==> src/rtl/seven_seg_scan_mux_pkg.sv <==
// Shared constants for the seven-segment scan driver: active-low segment codes,
// the dark-anode level and the blink phase encoding.
package seven_seg_scan_mux_pkg;

    localparam logic [7:0] SEG_BLANK = 8'hFF;
    localparam logic       AN_OFF    = 1'b1;

    // {g,f,e,d,c,b,a}, active-low
    localparam logic [6:0] SEG_HEX_0 = 7'h40;
    localparam logic [6:0] SEG_HEX_1 = 7'h79;
    localparam logic [6:0] SEG_HEX_2 = 7'h24;
    localparam logic [6:0] SEG_HEX_3 = 7'h30;
    localparam logic [6:0] SEG_HEX_4 = 7'h19;
    localparam logic [6:0] SEG_HEX_5 = 7'h12;
    localparam logic [6:0] SEG_HEX_6 = 7'h02;
    localparam logic [6:0] SEG_HEX_7 = 7'h78;
    localparam logic [6:0] SEG_HEX_8 = 7'h00;
    localparam logic [6:0] SEG_HEX_9 = 7'h10;
    localparam logic [6:0] SEG_HEX_A = 7'h08;
    localparam logic [6:0] SEG_HEX_B = 7'h03;
    localparam logic [6:0] SEG_HEX_C = 7'h46;
    localparam logic [6:0] SEG_HEX_D = 7'h21;
    localparam logic [6:0] SEG_HEX_E = 7'h06;
    localparam logic [6:0] SEG_HEX_F = 7'h0E;

    typedef enum logic {
        PH_SHOW = 1'b0,
        PH_DARK = 1'b1
    } blink_phase_e;

endpackage

==> src/rtl/sevseg_hex_decoder.sv <==
// Combinational hex nibble to active-low seven-segment code {g,f,e,d,c,b,a}.
module sevseg_hex_decoder
    import seven_seg_scan_mux_pkg::*;
(
    input  logic [3:0] nibble_i,
    output logic [6:0] code_c_o
);

    always_comb begin
        code_c_o = SEG_HEX_0;
        case (nibble_i)
            4'h0: code_c_o = SEG_HEX_0;
            4'h1: code_c_o = SEG_HEX_1;
            4'h2: code_c_o = SEG_HEX_2;
            4'h3: code_c_o = SEG_HEX_3;
            4'h4: code_c_o = SEG_HEX_4;
            4'h5: code_c_o = SEG_HEX_5;
            4'h6: code_c_o = SEG_HEX_6;
            4'h7: code_c_o = SEG_HEX_7;
            4'h8: code_c_o = SEG_HEX_8;
            4'h9: code_c_o = SEG_HEX_9;
            4'hA: code_c_o = SEG_HEX_A;
            4'hB: code_c_o = SEG_HEX_B;
            4'hC: code_c_o = SEG_HEX_C;
            4'hD: code_c_o = SEG_HEX_D;
            4'hE: code_c_o = SEG_HEX_E;
            4'hF: code_c_o = SEG_HEX_F;
            default: code_c_o = SEG_HEX_0;
        endcase
    end

endmodule

==> src/rtl/seven_seg_scan_mux.sv <==
// Time-multiplexed N-digit seven-segment driver with frame-aligned data commit and blink.
// Define SEVSEG_LZ_BLANK_EN to build in leading-zero blanking.
module seven_seg_scan_mux
    import seven_seg_scan_mux_pkg::*;
#(
    parameter int unsigned NUM_DIGITS   = 4,
    parameter int unsigned DIV_CNT      = 100000,
    parameter int unsigned BLINK_FRAMES = 250
) (
    input  logic                      clk,
    input  logic                      rst,
    input  logic                      enable,
    input  logic                      din_valid,
    output logic                      din_ready,
    input  logic [4*NUM_DIGITS-1:0]   din_value,
    input  logic [NUM_DIGITS-1:0]     din_dp,
    input  logic [NUM_DIGITS-1:0]     din_blink,
    output logic [7:0]                seg,
    output logic [NUM_DIGITS-1:0]     an,
    output logic                      frame_tick
);

    localparam int unsigned PW = $clog2(DIV_CNT);
    localparam int unsigned IW = (NUM_DIGITS   > 1) ? $clog2(NUM_DIGITS)   : 1;
    localparam int unsigned BW = (BLINK_FRAMES > 1) ? $clog2(BLINK_FRAMES) : 1;
    localparam int unsigned VW = 4 * NUM_DIGITS;

    logic [PW-1:0]         presc_q, presc_d;
    logic [IW-1:0]         idx_q, idx_d;
    logic                  tick_q, tick_d;
    logic [BW-1:0]         bcnt_q, bcnt_d;
    blink_phase_e          phase_q, phase_d;
    logic                  ready_q, ready_d;
    logic [VW-1:0]         buf_val_q, buf_val_d, com_val_q, com_val_d;
    logic [NUM_DIGITS-1:0] buf_dp_q, buf_dp_d, com_dp_q, com_dp_d;
    logic [NUM_DIGITS-1:0] buf_blink_q, buf_blink_d, com_blink_q, com_blink_d;
    logic [7:0]            seg_q, seg_d;
    logic [NUM_DIGITS-1:0] an_q, an_d;
    logic [NUM_DIGITS-1:0] lz_mask;

    logic       presc_wrap, last_digit;
    logic [3:0] cur_nib;
    logic       cur_dp, cur_blink, cur_lz, dark;
    logic [6:0] hex_code;

    // Scan timing; tick is looked ahead so it is high in the cycle whose edge wraps the index
    always_comb begin
        presc_wrap = (presc_q == PW'(DIV_CNT - 1));
        last_digit = (idx_q == IW'(NUM_DIGITS - 1));
        presc_d    = presc_wrap ? '0 : presc_q + PW'(1);
        idx_d      = idx_q;
        if (presc_wrap) begin
            idx_d = last_digit ? '0 : idx_q + IW'(1);
        end
        tick_d = (presc_d == PW'(DIV_CNT - 1)) && (idx_d == IW'(NUM_DIGITS - 1));
    end

    // Blink frame counter and phase
    always_comb begin
        bcnt_d  = bcnt_q;
        phase_d = phase_q;
        if (tick_q) begin
            if (bcnt_q == BW'(BLINK_FRAMES - 1)) begin
                bcnt_d  = '0;
                phase_d = (phase_q == PH_DARK) ? PH_SHOW : PH_DARK;
            end else begin
                bcnt_d = bcnt_q + BW'(1);
            end
        end
    end

    // Single-entry pending buffer; commit only at the frame boundary
    always_comb begin
        ready_d     = ready_q;
        buf_val_d   = buf_val_q;
        buf_dp_d    = buf_dp_q;
        buf_blink_d = buf_blink_q;
        com_val_d   = com_val_q;
        com_dp_d    = com_dp_q;
        com_blink_d = com_blink_q;
        if (din_valid && ready_q) begin
            buf_val_d   = din_value;
            buf_dp_d    = din_dp;
            buf_blink_d = din_blink;
            ready_d     = 1'b0;
        end else if (tick_q && !ready_q) begin
            com_val_d   = buf_val_q;
            com_dp_d    = buf_dp_q;
            com_blink_d = buf_blink_q;
            ready_d     = 1'b1;
        end
    end

`ifdef SEVSEG_LZ_BLANK_EN
    // Dark the run of zero digits (without dp) from the top; digit 0 always shows
    always_comb begin
        logic leading;
        lz_mask = '0;
        leading = 1'b1;
        for (int i = NUM_DIGITS - 1; i >= 1; i--) begin
            if (leading && (com_val_q[4*i +: 4] == 4'h0) && !com_dp_q[i]) begin
                lz_mask[i] = 1'b1;
            end else begin
                leading = 1'b0;
            end
        end
    end
`else
    assign lz_mask = '0;
`endif

    always_comb begin
        cur_nib   = '0;
        cur_dp    = 1'b0;
        cur_blink = 1'b0;
        cur_lz    = 1'b0;
        for (int i = 0; i < NUM_DIGITS; i++) begin
            if (idx_q == IW'(i)) begin
                cur_nib   = com_val_q[4*i +: 4];
                cur_dp    = com_dp_q[i];
                cur_blink = com_blink_q[i];
                cur_lz    = lz_mask[i];
            end
        end
    end

    sevseg_hex_decoder u_dec (
        .nibble_i (cur_nib),
        .code_c_o (hex_code)
    );

    always_comb begin
        dark  = (cur_blink && (phase_q == PH_DARK)) || cur_lz;
        seg_d = SEG_BLANK;
        an_d  = {NUM_DIGITS{AN_OFF}};
        if (enable) begin
            seg_d = {~cur_dp, hex_code};
            for (int i = 0; i < NUM_DIGITS; i++) begin
                if (!dark && (idx_q == IW'(i))) begin
                    an_d[i] = ~AN_OFF;
                end
            end
        end
    end

    always_ff @(posedge clk) begin
        if (rst) begin
            presc_q     <= '0;
            idx_q       <= '0;
            tick_q      <= 1'b0;
            bcnt_q      <= '0;
            phase_q     <= PH_SHOW;
            ready_q     <= 1'b1;
            buf_val_q   <= '0;
            buf_dp_q    <= '0;
            buf_blink_q <= '0;
            com_val_q   <= '0;
            com_dp_q    <= '0;
            com_blink_q <= '0;
            seg_q       <= SEG_BLANK;
            an_q        <= {NUM_DIGITS{AN_OFF}};
        end else begin
            presc_q     <= presc_d;
            idx_q       <= idx_d;
            tick_q      <= tick_d;
            bcnt_q      <= bcnt_d;
            phase_q     <= phase_d;
            ready_q     <= ready_d;
            buf_val_q   <= buf_val_d;
            buf_dp_q    <= buf_dp_d;
            buf_blink_q <= buf_blink_d;
            com_val_q   <= com_val_d;
            com_dp_q    <= com_dp_d;
            com_blink_q <= com_blink_d;
            seg_q       <= seg_d;
            an_q        <= an_d;
        end
    end

    assign seg        = seg_q;
    assign an         = an_q;
    assign frame_tick = tick_q;
    assign din_ready  = ready_q;

endmodule

==> config.mk <==
export PLATFORM = sky130hd
export DESIGN_NAME = seven_seg_scan_mux
export DESIGN_NICKNAME = d
export VERILOG_FILES = /design/src/rtl/seven_seg_scan_mux_pkg.sv /design/src/rtl/sevseg_hex_decoder.sv /design/src/rtl/seven_seg_scan_mux.sv
export SDC_FILE = /design/constraint.sdc
export NUM_CORES = 1
export LEC_CHECK = 0
export CORE_ASPECT_RATIO = 1.75
export CORE_MARGIN = 1
export CORE_UTILIZATION = 30
export DETAILED_ROUTE_END_ITERATION = 10
export PLACE_DENSITY = 0.58
export SLEW_MARGIN = 20
export SYNTH_ARGS = -nofsm -noshare
export SYNTH_HDL_FRONTEND = slang
export SYNTH_SLANG_ARGS = --single-unit
==> constraint.sdc <==
create_clock -name clk -period 2.2 [get_ports clk]
set_input_delay 0.66 -clock clk [delete_from_list [all_inputs] [get_ports clk]]
set_output_delay 0.66 -clock clk [all_outputs]
set_load 0.02 [all_outputs]
==> results.toml <==
[die]
die_height_um = 154.2
dieArea_um2 = 13720
io_pins = 42
start_util = 0.3071
core_region_area_um2 = 12940
rows = 55
die_w_um = 88.99

[logic_synthesis]
ys_warn_count = 0
synth-edff-count = 0
synth.distinct_cells = 53
netlist_area_um2 = 3973
yosysSeqAreaShare = 0.4535
postSynthCellCount = 483
synth_top_flop_cell = "dfxtp_1"
synth.avg_cell_area_um2 = 8.225
synth_fp_nets = 524
ys_ff_latch = 90
async_reset_ff_frac = 0

[layout]
drive_gt1_frac = 0.1124
stdcell_count = 705
n_fill_cell = 1372
areaGrowthSynthToFinish_pct = 25.04
nets = 571
final_cell_area_um2 = 4967
diodes = 0

[sta]
fin_crit_sh = 0.9556
finClkSkew_ps = 6.310
setup_violations = 0
relSlewSlack = 0.6670
rsz0062_at_grt = "yes"
period_needed_ps = 2102
finalHoldViolations = 0
tightest_slew_ps = 495.0
fmax_mhz = 475.6
final_max_slew_viol_count = 0

[placed_design]
dpl.hpwl_mm = 6.465
placedCellCount = 689
io_buffers = 41
dpl_cell_area_um2 = 4648
gp_congestion = 0.8887

[clock_tree]
cts.sinks = 90
numCtsBuffers = 9
clk_path_buf_depth = 2
clkLatencyLatePin_ps = 350
clockRootBuffer = "clkbuf_16"
path_clk_slew_ps = 70
htree_levels = 3
cts_tree = "yes"

[global_routing]
grt_pass1_vias = 3244
grt.total_usage = 0.1382
overflow = 0
grt_max_degree = 61
antenna_found_initial = 0
grt_pass1_wl_mm = 14.71

[pwr]
p_int_mw = 2.673
power.switching_uw = 766.0
seq_power_share = 0.492
p_comb_frac = 0.056
pwr-share-clk = 0.452
ir_drop_uv = 334.9
power_density_nw_per_um2 = 692.4
switching_share = 0.2227
p_leak_nw = 1.804

[min_path]
hp-class = "reg2reg"

[route]
drt_first_iter_violations = 140
remaining_drc_errors = 0
wl_per_cell_um = 12.37
ant_nets = 0
vias = 3335
routed_wl_mm = 8.723
dr.pass1.iters = 4
vias_per_cell = 4.730

[worst_setup_path]
cp-end-kind = "flip-flop"
cp.arrival_ps = 2340
critPathKind = "reg2reg"
cp_max_fo = 5
crit_required_ps = 2430
worstSetupStartpointType = "flip-flop"

[status]
outcome = "finished clean"

[job]
drv_cap = 0
==> power by group through the flow <==
stage	registers, mW	logic [mW]	clock network (mW)
after detailed placement	1.73	0.195	0
after global placement	1.73	0.192	0
final	1.69	0.192	1.56
after floorplan	1.73	0.0880	0
after global routing	1.70	0.213	1.65
after CTS	1.69	0.195	1.58
==> worst max-delay path, cell delays in order, from the launching register on <==
cell and delay [ps]:
dfxtp_4 360, inv_1 70, ha_1 210, nor2b_1 140, a221o_1 300, a22oi_2 180, inv_1 100, ha_2 200
nor2b_1 130, a211oi_1 190, o21ai_1 90
==> kinds of logic after synthesis <==
kind of cell | Yosys count | synth area share
flip-flops | 90 | 0.4535
multiplexers | 5 | 0.01260
AND/OR/NAND/NOR | 216 | 0.2580
XOR/XNOR | 24 | 0.05291
AO/OA/AOI/OAI | 90 | 0.1310
buffers and inverters | 45 | 0.05102
adder cells (fa/ha/maj) | 13 | 0.04095
==> layer usage <==
metal	GRT usage	up-vias	part of all wire
li1	-	1713	-
met1	0.1609	1542	0.43
met2	0.2359	67	0.52
met3	0.02241	13	0.028
met4	0.07559	0	0.026
met5	0	-	0
==> per-stage QoR <==
step / total power, mW / utilization / worst slack (ps) / hold slack [ps] / setup TNS (ps)
floorplan: 1.822 / - / -48.79 / 431.8 / -48.79
global placement: 1.921 / 0.3593 / 69.62 / 445.1 / 0
detailed placement: 1.925 / 0.3593 / -42.04 / 446.1 / -42.04
CTS: 3.473 / 0.3828 / 5.187 / 455.6 / 0
global route: 3.555 / 0.3839 / -21.18 / 474.3 / -26.68
finish: 3.439 / 0.3839 / 97.58 / 450.1 / 0
==> layout by cell type, fill, tap and decap left out, types with 9 or more instances in the layout <==
cell	instances
clkdlybuf4s50_1	40
a21oi_1	59
ha_1	11
clkbuf_16	9
xor2_1	14
buf_4	24
nand3_1	11
inv_1	15
xnor2_1	10
dfxtp_1	88
nor2_1	35
nand2_1	119
==> cell type report <==
type	instances	area (µm²)	area share
Clock buffer	10	239.0	0.04811
Clock inverter	5	62.56	0.01259
Inverter	15	56.30	0.01134
Multi-Input combinational cell	348	1983	0.3992
Sequential cell	90	1807	0.3637
Tap cell	171	214.0	0.04307
Timing Repair Buffer	66	605.6	0.1219
==> synthesized netlist by cell type, types with 3 or more instances <==
master	number	area share
nand2_1	119	0.11
xnor2_1	10	0.022
a221o_1	4	0.010
nor2_1	35	0.033
nor4_1	3	0.0047
a211oi_1	4	0.0076
nand2b_1	5	0.0079
clkbuf_1	23	0.022
nand4_1	7	0.011
nor2b_1	7	0.011
ha_1	13	0.041
nor3_1	3	0.0038
o21ai_0	8	0.010
inv_1	15	0.014
o22ai_1	3	0.0047
a21oi_1	59	0.074
dfxtp_1	90	0.45
a221oi_1	3	0.0066
xor2_1	14	0.031
nand3b_1	3	0.0057
nand3_1	11	0.014
mux2i_1	5	0.013
==> path summary, 6_finish.rpt <==
check	from	end	slack [ps]	cells after the start
max reg2reg	idx_q[0]$_SDFF_PP0_	seg[3]$_SDFF_PP1_	100	10
min reg2reg	buf_dp_q[0]$_SDFFE_PP0P_	com_dp_q[0]$_SDFFE_PP0P_	450	2
min	buf_dp_q[0]$_SDFFE_PP0P_	com_dp_q[0]$_SDFFE_PP0P_	450	2
max	idx_q[0]$_SDFF_PP0_	seg[3]$_SDFF_PP1_	100	10
==> state kept, by name, summed over array words and instances, names as in the netlist <==
| register | count |
|---|---|
| an | 4 |
| bcnt_q | 8 |
| buf_blink_q | 4 |
| buf_dp_q | 4 |
| buf_val_q | 16 |
| com_blink_q | 4 |
| com_dp_q | 4 |
| com_val_q | 16 |
| din_ready | 1 |
| frame_tick | 1 |
| idx_q | 2 |
| phase_q | 1 |
| presc_q | 17 |
| seg | 8 |
==> repair_timing <==
action	in CTS	in global routing
buffers inserted	0	1
endpoints found under the setup margin	1	4
hold buffers	0	0
pin swaps	0	1
gates resized for setup	2	4
Note: power is estimated with default switching activity, not from simulation.
